$ cat config.mk
export PLATFORM = sky130hd
export DESIGN_NAME = nor_gate_array
export DESIGN_NICKNAME = d
export VERILOG_FILES = /design/src/rtl/nor_gate_array.sv
export SDC_FILE = /design/constraint.sdc
export NUM_CORES = 1
export LEC_CHECK = 0
export CORE_UTILIZATION = 30
export CTS_CLUSTER_SIZE = 30
export DETAILED_ROUTE_END_ITERATION = 12
export SYNTH_ARGS = -nofsm -noshare
export SYNTH_HDL_FRONTEND = slang
export SYNTH_SLANG_ARGS = --single-unit
$ cat constraint.sdc
create_clock -name clk -period 9.9 [get_ports clk]
set_clock_uncertainty 0.2 [all_clocks]
set_input_delay 2.475 -clock clk [delete_from_list [all_inputs] [get_ports clk]]
set_output_delay 2.475 -clock clk [all_outputs]
set_load 0.03 [all_outputs]
$ cat src/rtl/nor_gate_array.sv
// nor_gate_array: CHANNELS independent masked FANIN-input NOR gates with a two-phase
// delay model (negedge sample, posedge commit), step/hold enable and toggle debug.
module nor_gate_array #(
   parameter int                  CHANNELS     = 8,
   parameter int                  FANIN        = 4,
   parameter int                  DELAY_CYCLES = 1,
   parameter logic [CHANNELS-1:0] IV           = {CHANNELS{1'b0}},
   parameter int                  CNT_W        = 16
) (
   input  logic                      clk,
   input  logic                      rst,
   input  logic                      en,
   input  logic [CHANNELS*FANIN-1:0] a,
   input  logic [CHANNELS*FANIN-1:0] mask,
   input  logic                      cnt_clr,
   output logic [CHANNELS-1:0]       y,
   output logic [CHANNELS-1:0]       changed,
   output logic [CNT_W-1:0]          toggle_cnt
);

   localparam int INC_W = $clog2(CHANNELS + 1);
   localparam int SUM_W = ((CNT_W > INC_W) ? CNT_W : INC_W) + 1;

   generate
      if (FANIN < 1 || FANIN > 16) begin : g_bad_fanin
         $error("nor_gate_array: FANIN must be in 1..16");
      end
      if (DELAY_CYCLES < 1 || DELAY_CYCLES > 8) begin : g_bad_delay
         $error("nor_gate_array: DELAY_CYCLES must be in 1..8");
      end
   endgenerate

   function automatic logic [INC_W-1:0] popcount(input logic [CHANNELS-1:0] v);
      logic [INC_W-1:0] n;
      n = '0;
      for (int i = 0; i < CHANNELS; i++) begin
         n = n + INC_W'(v[i]);
      end
      return n;
   endfunction

   function automatic logic [CNT_W-1:0] sat_add(input logic [CNT_W-1:0] cnt,
                                                input logic [INC_W-1:0] inc);
      logic [SUM_W-1:0] sum;
      logic [SUM_W-1:0] lim;
      sum = SUM_W'(cnt) + SUM_W'(inc);
      lim = SUM_W'({CNT_W{1'b1}});
      if (sum > lim) begin
         return {CNT_W{1'b1}};
      end
      return sum[CNT_W-1:0];
   endfunction

   // Combinational evaluation: masked inputs are forced low, so a fully masked gate reads 1.
   logic [CHANNELS-1:0] nv;

   always_comb begin
      nv = '0;
      for (int c = 0; c < CHANNELS; c++) begin
         nv[c] = ~|(a[c*FANIN +: FANIN] & ~mask[c*FANIN +: FANIN]);
      end
   end

   // Stage p0: falling-edge sample register.
   logic [CHANNELS-1:0] smp_p0;

   always_ff @(negedge clk or posedge rst) begin
      if (rst) begin
         smp_p0 <= IV;
      end else if (en) begin
         smp_p0 <= nv;
      end
   end

   // Stage p1: rising-edge commit chain; the last entry drives y.
   logic [CHANNELS-1:0] stage_p1 [DELAY_CYCLES];
   logic [CHANNELS-1:0] y_next;
   logic [CHANNELS-1:0] toggles;

   generate
      if (DELAY_CYCLES == 1) begin : g_d1
         assign y_next = smp_p0;
      end else begin : g_dn
         assign y_next = stage_p1[DELAY_CYCLES-2];
      end
   endgenerate

   assign y       = stage_p1[DELAY_CYCLES-1];
   assign toggles = y_next ^ y;

   always_ff @(posedge clk or posedge rst) begin
      if (rst) begin
         for (int k = 0; k < DELAY_CYCLES; k++) begin
            stage_p1[k] <= IV;
         end
         changed    <= '0;
         toggle_cnt <= '0;
      end else begin
         if (en) begin
            stage_p1[0] <= smp_p0;
            for (int k = 1; k < DELAY_CYCLES; k++) begin
               stage_p1[k] <= stage_p1[k-1];
            end
            changed <= toggles;
         end else begin
            changed <= '0;
         end
         // Clear wins over the same-edge increment.
         if (cnt_clr) begin
            toggle_cnt <= '0;
         end else if (en) begin
            toggle_cnt <= sat_add(toggle_cnt, popcount(toggles));
         end
      end
   end

endmodule
Yosys cells after proc, flatten, opt, wreduce, memory -nomap -nowiden
Index checks and enable logic that the tools add are counted.

operators by class
  add/sub/neg operators = 8
  multiply operators = 0
  order comparisons = 1
  shift operators = 0
  divide/modulo/power cells = 0
  reductions and logical operators = 17
  bitwise operators = 17
  muxes and demuxes = 8
  equality and inequality tests = 0

operators with widths
  kind                    count
  $mux W16                4
  $and A4 B4 Y4           8
  $not A4 Y4              8
  $reduce_or A4 Y1        8
  $add A16 B4 Y17         1
  $gt A17 B16 Y1 const B  1
  $add A4 B1 Y4           4
  $logic_not A1 Y1        8
  $mux W8                 1
  $xor A8 B8 Y8           1
  $add A3 B1 Y4           1
  $add A2 B1 Y3           1
  $mux W1                 3
  $add A1 B1 Y2           1
  $reduce_bool A2 Y1      1

storage, ports and cells
  bits in latches = 0
  bits in read-only memories = 0
  memories kept = 0
  RAM bits = 0
  input bits = 68
  output and inout port bits = 32
  bits in registers = 40

Depth between registers and ports, before layout
Gate-level depths: netlist (run 1).

  word-level depth = 16
  mapped depth = 12
  gate-level depth less buffers = 12

==> results of run 1 <==
## through the flow
stage | area (um^2) | utilization [%] | setup slack [ps]
floorplan | 2210 | - | 1010
global placement | 3310 | 47.6 | 917
detailed placement | 3310 | 47.6 | 850
CTS | 3420 | 49.3 | 844
global route | 3420 | 49.3 | 589
finish | 3420 | 49.3 | 868
## cell usage after synthesis, types with 2 or more instances
master	instances	area, um^2
nor2_1	7	26.3
dfrtn_1	8	200
o22ai_1	8	50.1
a211oi_1	5	37.5
xor2_1	2	17.5
a311oi_1	5	43.8
inv_1	41	154
nand2_1	2	7.51
fa_1	5	100
dfrtp_1	32	801
nand3_1	5	25.0
o21bai_1	6	45.0
clkbuf_1	3	11.3
and3_4	2	22.5
nor2b_1	6	37.5
xnor2_1	8	70.1
mux2_2	16	180
a21oi_1	4	20.0
ha_1	6	75.1
and2_1	5	31.3
a31oi_1	10	62.6
a221oi_1	8	70.1
## final cells by class
class,count,area [um^2]
Inverter,41,154
Timing Repair Buffer,101,1010
Clock buffer,5,68.8
Multi-Input combinational cell,121,1020
Fill cell,641,3520
Clock inverter,3,46.3
Tap cell,96,120
Sequential cell,40,1000
## worst max-delay path, delay by kind of cell, from the launching register on
family          cells  cell delay [ps]
compound gates      3              320
xor+xnor            1              260
fa+ha+maj           5             2400
buf+inv             1               50
flops               1              370
simple gates        2              370
## flip-flops by register name, indices dropped and copies added, names as in the netlist
name        cells
toggle_cnt     16
changed         8
smp_p0          8
y               8
## cells by family after synthesis
group	count (synthesis)	share of synthesized area, %
AND/OR/NAND/NOR	35	10.2
XOR/XNOR	10	3.96
buffers and inverters	46	8.38
adder cells (fa/ha/maj)	11	7.92
multiplexers	16	8.15
AO/OA/AOI/OAI	49	16.1
flip-flops	40	45.3
## metal layers
layer	track usage, %	vias to the layer above	wire length (um)
met5	0	-	0
met4	4.92	0	76
met3	3.58	7	284
met2	24.5	49	2460
met1	16.2	870	2020
li1	-	925	-
## worst max-delay path by stage
stage                     startpoint  slack (ps)             end
after floorplan            smp_p0[0]        1010  toggle_cnt[10]
after global placement     smp_p0[0]         920  toggle_cnt[10]
after CTS                  smp_p0[2]         840  toggle_cnt[10]
after global routing       smp_p0[0]         590  toggle_cnt[15]
after detailed placement   smp_p0[2]         850  toggle_cnt[10]
final                      smp_p0[0]         870  toggle_cnt[10]
## power by group through the flow
stage,registers [mW],clock network [mW],logic (mW)
2_1_floorplan,0.240,0,0.176
3_3_place_gp,0.208,0,0.308
3_5_place_dp,0.208,0,0.312
4_1_cts,0.204,0.143,0.315
5_1_grt,0.207,0.148,0.351
6_report,0.204,0.138,0.307
==> flow_summary.toml, run 1 <==
[floorplan]
die_width_um = 87.8
rows = 30
initial_core_util_pct = 31.8
dieArea_um2 = 7720
pin_count = 100
core-area_um2 = 6940
die_height_um = 87.8

[worst_hold_path]
min-delay-start = "smp_p0[5]"
whs_path_depth = 1
min_to = "smp_p0[5]"
min_path_type = "flip-flop to flip-flop"

[clock_tree]
ctsHoldBuffers = 0
cts_buffers = 5
htreeDepth = 2
cts.sinks = 40
post_cts_buffers = 0
ctsLongestPathBuffers = 2
clkTransAtPathRegs_ps = 80
clk_latency_ps = 300
clock-root-buffer = "clkbuf_8"
ctsResizeCount = 0
tritoncts = "yes"

[sta]
setup_viol = 0
finalHoldViolations = 0
setup_tns_ps = 0
max_slew_margin_pct = 43.2
worst_pin_slew_ps = 847
drv_slew = 0
hold_slack_ps = 301
rsz0062_at_grt = "no"

[cells_and_area]
final_layout_size_suffix_gt1_share_pct = 10.9
mostFrequentLayoutCell = "clkdlybuf4s50_1"
nets = 389
area_growth_pct = 54.7
final_cell_mix = "99 x clkdlybuf4s50_1, 40 x inv_1, 32 x dfrtp_1"
fin_cells = 407
antenna_cells = 0

[grt]
antenna_found_initial = 0
grt_use_total_pct = 13.9
grt_pass1_vias = 1897
grt_overflow_total = 0
grt_pass1_wl_um = 8280
grt_max_degree = 37

[setup_path]
end_kind = "flip-flop"
slowest_stage = "fa_1"
rr_worst_depth = 12
path_cells = "xnor2_1 > fa_1 > fa_1 > fa_1 > inv_1 > fa_1 > fa_1 > nand3_1 > a21boi_2 > and3b_1 > o21bai_1 > a31oi_1"
reg2reg_setup_slack_ps = 870
timing.rr.start = "smp_p0[0]"
cp_data_required_time_ps = 9880
cp_common_cell = "fa_1"
critical_path_class = "flip-flop to flip-flop"
cp_max_fo = 10
slowest_delay_ps = 540
cp.arrival_ps = 9010
r2r_end = "toggle_cnt[10]"
cp-start-kind = "flip-flop"

[drt]
first_pass_iters = 4
wl_um = 4840
wl_per_cell_um = 11.9
viasPerCell = 4.55
drt_iter0_drc = 41
drc = 0
vias = 1851
detail-route-antenna-nets = 0

[synthesis]
ys_warn_count = 0
synth.distinct_cells = 35
synth_ff_type = "dfrtp_1"
synthCells = 207
synth_edf_count = 0
syn_area_um2 = 2210
synth-seq-cells = 40
syn_area_per_cell_um2 = 10.7
async_reset_ff_share_pct = 100
synth_seq_area_share_pct = 45.3
syn_nets = 286

[outcome]
outcome = "finished clean"

[pwr]
ir_worst_vdd_uv = 76.0
power.internal_mw = 0.410
powerDensity_nw_per_um2 = 189
p_sw_share_pct = 36.8
p_leak_nw = 1.54
p_total_mw = 0.648
power_switching_mw = 0.238
seqPwrFrac_pct = 31.4
pwr-share-clk_pct = 21.2
combPwrFrac_pct = 47.4

[place]
finalWeightedCongestion = 0.717
hpwl_um = 3860
dp_cells = 399
port_buffers = 99

[job]
cap_violations = 0
(Power assumes the default switching activity.)
==> run 2: changes to the inputs <==
==> constraint.sdc (replaced) <==
create_clock -name clk -period 8.1 [get_ports clk]
set_clock_uncertainty 0.2 [all_clocks]
set_input_delay 2.025 -clock clk [delete_from_list [all_inputs] [get_ports clk]]
set_output_delay 2.025 -clock clk [all_outputs]
set_load 0.03 [all_outputs]
==> run 2 against run 1 <==
  * Sequential power grew 23%
  * Clock power fell by 3%
  * Critical path type unchanged
  * Largest cell class unchanged
  * Design area is 1.3% higher
  * Final cell count grew 0.98%
==> flow_summary.toml, run 2 (same netlist as run 1, synthesis figures left out) <==
[cells_and_area]
multi_input_comb_area_um2 = 1060
nets = 393
final_cell_mix = "99 x clkdlybuf4s50_1, 40 x inv_1, 32 x dfrtp_1"
nFillCells = 639
final_layout_size_suffix_gt1_share_pct = 14.0
antenna_cells = 0
fin_util_pct = 49.9
largest_reg_flops = 16
mostFrequentLayoutCell = "clkdlybuf4s50_1"
regMostFlops = "toggle_cnt"
area_growth_pct = 56.7
seq_area_um2 = 1000

[drt]
detail-route-antenna-nets = 0
first_pass_iters = 4
viasPerCell = 4.61
wl_um = 4990
wl_per_cell_um = 12.1
drc = 0
vias = 1893
drt_iter0_drc = 37

[worst_hold_path]
whs_path_depth = 1
min-delay-start = "smp_p0[1]"
min_path_type = "flip-flop to flip-flop"
min_to = "smp_p0[1]"

[pwr]
p_total_mw = 0.794
powerDensity_nw_per_um2 = 229
ir_worst_vdd_uv = 85.1
p_leak_nw = 1.57

[clock_tree]
tritoncts = "yes"
clk_latency_ps = 290
ctsHoldBuffers = 0
clkTransAtPathRegs_ps = 70
clock-root-buffer = "clkbuf_8"
cts_buffers = 5
cts.sinks = 40
ctsLongestPathBuffers = 2
htreeDepth = 2

[setup_path]
critical_path_class = "flip-flop to flip-flop"
cp_common_cell = "fa_1"
cp_max_fo = 7
slowest_stage = "fa_1"
cp.arrival_ps = 7870
slowest_delay_ps = 550
cp_data_required_time_ps = 8050
cp-start-kind = "flip-flop"
r2r_end = "toggle_cnt[15]"
rr_worst_depth = 12
path_cells = "xnor2_2 > fa_1 > fa_1 > fa_1 > inv_1 > fa_2 > fa_2 > nand3_2 > nand2_1 > nand3_4 > and2_4 > a211oi_1"
timing.rr.start = "smp_p0[0]"
end_kind = "flip-flop"
reg2reg_setup_slack_ps = 180

[job]
cap_violations = 0

[floorplan]
die_height_um = 87.8
dieArea_um2 = 7720
core-area_um2 = 6940
die_width_um = 87.8
rows = 30
initial_core_util_pct = 31.8
pin_count = 100

[grt]
met3_usage_pct = 4.52
grt_use_total_pct = 14.4
antenna_found_initial = 0
grt_max_degree = 24
grt_use_met1_pct = 17.7
grt_use_met2_pct = 24.2
grt-busiest-layer = "met2"
grt_pass1_wl_um = 8420
grt_pass1_vias = 1827
grt_overflow_total = 0

[sta]
max_slew_margin_pct = 47.6
rsz0062_at_grt = "no"
drv_slew = 0
worst_pin_slew_ps = 782
setup_tns_ps = 0
setup_viol = 0
finalHoldViolations = 0

[place]
port_buffers = 99
hpwl_um = 4100
finalWeightedCongestion = 0.758

[outcome]
outcome = "finished clean"
[run 2: changes by cell type in the layout (fill, tap and decap cells not counted), sizes merged]
cell / change
clkinvlp: -1
buf: +4
bufinv: -1
clkinv: +2
clkbuf: +1
inv: -1
[run 2: metrics by stage]
stage	hold slack [ps]	cell area, um^2	setup slack (ps)	instances
after floorplan	278	2210	108	207
after global placement	292	3340	15.6	403
after detailed placement	301	3340	-35.0	403
after CTS	301	3460	14.9	411
after global routing	314	3460	8.55	411
final	296	3460	176	411
[run 2: how the worst max path moves through the flow]
stage	from	endpoint	slack, ps
2_1_floorplan	smp_p0[0]	toggle_cnt[10]	110
3_3_place_gp	smp_p0[0]	toggle_cnt[10]	20
6_report	smp_p0[0]	toggle_cnt[15]	180
4_1_cts	smp_p0[0]	toggle_cnt[15]	10
3_5_place_dp	smp_p0[2]	toggle_cnt[10]	-30
5_1_grt	smp_p0[0]	toggle_cnt[6]	9
[run 2: power breakdown]
group	switching, mW	internal [mW]
Combinational	0.211	0.198
Sequential	0.0228	0.228
Clock	0.0662	0.0679
[run 2: critical path: cells and delay by family (launching register included)]
family / cells / cell delay, ps
adder cells (fa/ha/maj): 5 / 2300
AND/OR/NAND/NOR: 4 / 520
flip-flops: 1 / 470
XOR/XNOR: 1 / 110
AO/OA/AOI/OAI: 1 / 70
buffers and inverters: 1 / 60
[run 2: cell type report]
| cell class | instances | area share, % |
|---|---|---|
| multi-input combinational | 121 | 30.6 |
| timing repair buffer | 105 | 29.9 |
| sequential | 40 | 28.9 |
| inverter | 41 | 4.44 |
| tap | 96 | 3.47 |
| clock buffer | 6 | 2.38 |
| clock inverter | 2 | 0.289 |
[run 2: metal layers]
layer  routed length (um)  share of wire (%)
met5                    0                  0
met4                   77                1.5
met3                  285                5.7
met2                 2510                 50
met1                 2120                 42
[run 2: what timing repair did]
action / CTS / global route
setup buffers: 0 / 0
gates cloned: 0 / 0
gates resized for setup: 4 / 3
pin swaps: 1 / 2
endpoints found under the setup margin: 7 / 15
==> run 3: changes to the inputs <==
--- a/config.mk
+++ b/config.mk
@@ -5,9 +5,11 @@
 export SDC_FILE = /design/constraint.sdc
 export NUM_CORES = 1
 export LEC_CHECK = 0
+export CORE_ASPECT_RATIO = 0.75
 export CORE_UTILIZATION = 30
 export CTS_CLUSTER_SIZE = 30
 export DETAILED_ROUTE_END_ITERATION = 12
 export SYNTH_ARGS = -nofsm -noshare
 export SYNTH_HDL_FRONTEND = slang
 export SYNTH_SLANG_ARGS = --single-unit
+export TNS_END_PERCENT = 50
==> run 3 against run 2 <==
  * Count of clock-buffer cells in the layout increased by 2
  * Sequential share of layout area decreased by 0.15 points
  * Sequential power about the same
  * Design area increased by 0.51%
  * Critical path depth unchanged
  * Largest cell class unchanged
  * Highest routed layer unchanged
==> flow_summary.toml, run 3 (same netlist as run 1, synthesis figures left out) <==
[clock_tree]
htreeDepth = 2
clkTransAtPathRegs_ps = 70
tritoncts = "yes"
cts.sinks = 40
clock-root-buffer = "clkbuf_8"
ctsLongestPathBuffers = 2
ctsHoldBuffers = 0
clk_latency_ps = 290
cts_buffers = 5

[drt]
viasPerCell = 4.55
drt_iter0_drc = 60
wl_um = 4980
vias = 1887
detail-route-antenna-nets = 0
drc = 0
wl_per_cell_um = 12.0
first_pass_iters = 4

[setup_path]
slowest_stage = "fa_1"
cp-start-kind = "flip-flop"
worstSetupStartpoint = "smp_p0[0]"
slowest_delay_ps = 560
critical_path_class = "flip-flop to flip-flop"
cp_data_required_time_ps = 8070
cp.arrival_ps = 7900
r2r_end = "toggle_cnt[10]"
path_cells = "xnor2_2 > fa_1 > fa_1 > fa_1 > inv_1 > fa_2 > fa_2 > nand3_2 > a21boi_4 > and3b_1 > o21bai_1 > a31oi_1"
end_kind = "flip-flop"
cp_max_fo = 10
reg2reg_setup_slack_ps = 170
timing.rr.start = "smp_p0[0]"
rr_worst_depth = 12
cp_common_cell = "fa_1"

[pwr]
ir_worst_vdd_uv = 129
powerDensity_nw_per_um2 = 232
p_leak_nw = 1.57

[place]
place_area_um2 = 3330
finalWeightedCongestion = 0.756
hpwl_um = 3980
port_buffers = 99
post-place-ws_ps = -2.95

[grt]
grt_pass1_wl_um = 8510
grt_overflow_total = 0
grt_pass1_vias = 1893
grt_max_degree = 26
antenna_found_initial = 0
grt_use_total_pct = 14.0

[floorplan]
pin_count = 100
die_width_um = 101
core-area_um2 = 6960
dieArea_um2 = 7720
initial_core_util_pct = 31.8
rows = 26
die_height_um = 76.3

[cells_and_area]
area_growth_pct = 57.5
mostFrequentLayoutCell = "clkdlybuf4s50_1"
antenna_cells = 0
final_layout_size_suffix_gt1_share_pct = 14.2
regMostFlops = "toggle_cnt"
final_cell_mix = "99 x clkdlybuf4s50_1, 40 x inv_1, 32 x dfrtp_1"
nFillCells = 668
nets = 395
largest_reg_flops = 16
final_cell_area_um2 = 3480

[worst_hold_path]
whs_path_depth = 1
min_to = "smp_p0[7]"
min-delay-start = "smp_p0[7]"
min_path_type = "flip-flop to flip-flop"

[sta]
rsz0062_at_grt = "no"
setup_viol = 0
max_slew_margin_pct = 50.5
finalHoldViolations = 0
worst_pin_slew_ps = 738
drv_slew = 0
layout_setup_ws_ps = 171

[job]
cap_violations = 0

[outcome]
outcome = "finished clean"
## run 3: through the flow
step | instances | utilization, % | total power [mW] | setup TNS, ps | hold WS (ps)
finish | 415 | 50.0 | 0.809 | 0 | 304
global route | 415 | 50.0 | 0.886 | 0 | 317
CTS | 412 | 49.4 | 0.795 | 0 | 301
detailed placement | 404 | 47.8 | 0.653 | -2.95 | 300
global placement | 404 | 47.8 | 0.652 | 0 | 290
floorplan | 207 | - | 0.509 | 0 | 278
## run 3: final cells by class
cell class              instances  area (um^2)  area share (%)
multi-input cells             121         1060            30.5
repair buffers                107         1050            30.2
flip-flops and latches         40         1000            28.7
inverters                      41          154            4.42
well taps                      98          123            3.52
clock buffers                   8         90.1            2.59
## run 3: worst max-delay path: cells and delay by family, from the launching register on
family / cells / cell delay (ps)
compound gates: 3 / 270
xor+xnor: 1 / 110
simple gates: 2 / 350
buf+inv: 1 / 60
fa+ha+maj: 5 / 2300
flops: 1 / 470
## run 3: worst max path at each step
stage / endpoint / slack [ps]
2_1_floorplan: toggle_cnt[10] / 110
4_1_cts: toggle_cnt[10] / 20
5_1_grt: toggle_cnt[15] / 20
6_report: toggle_cnt[10] / 170
3_3_place_gp: toggle_cnt[10] / 30
3_5_place_dp: toggle_cnt[15] / -3
## run 3: where the power goes
| group | total (mW) | switching [mW] | leakage, nW | internal [mW] |
|---|---|---|---|---|
| Combinational | 0.424 | 0.215 | 0.999 | 0.210 |
| Sequential | 0.250 | 0.0225 | 0.526 | 0.228 |
| Clock | 0.134 | 0.0648 | 0.0455 | 0.0694 |
## run 3: repair_timing
action | in CTS | in global routing
resized for setup | 2 | 7
endpoints found under the setup margin | 4 | 16
pin swaps | 0 | 3
setup buffers | 0 | 3
## run 3: per-layer routing
| layer | vias up | GRT usage (%) | wire (um) |
|---|---|---|---|
| met5 | - | 0 | 0 |
| met1 | 867 | 18.3 | 2260 |
| met4 | 0 | 3.48 | 61 |
| li1 | 940 | - | - |
| met2 | 73 | 21.9 | 2190 |
| met3 | 7 | 4.86 | 474 |
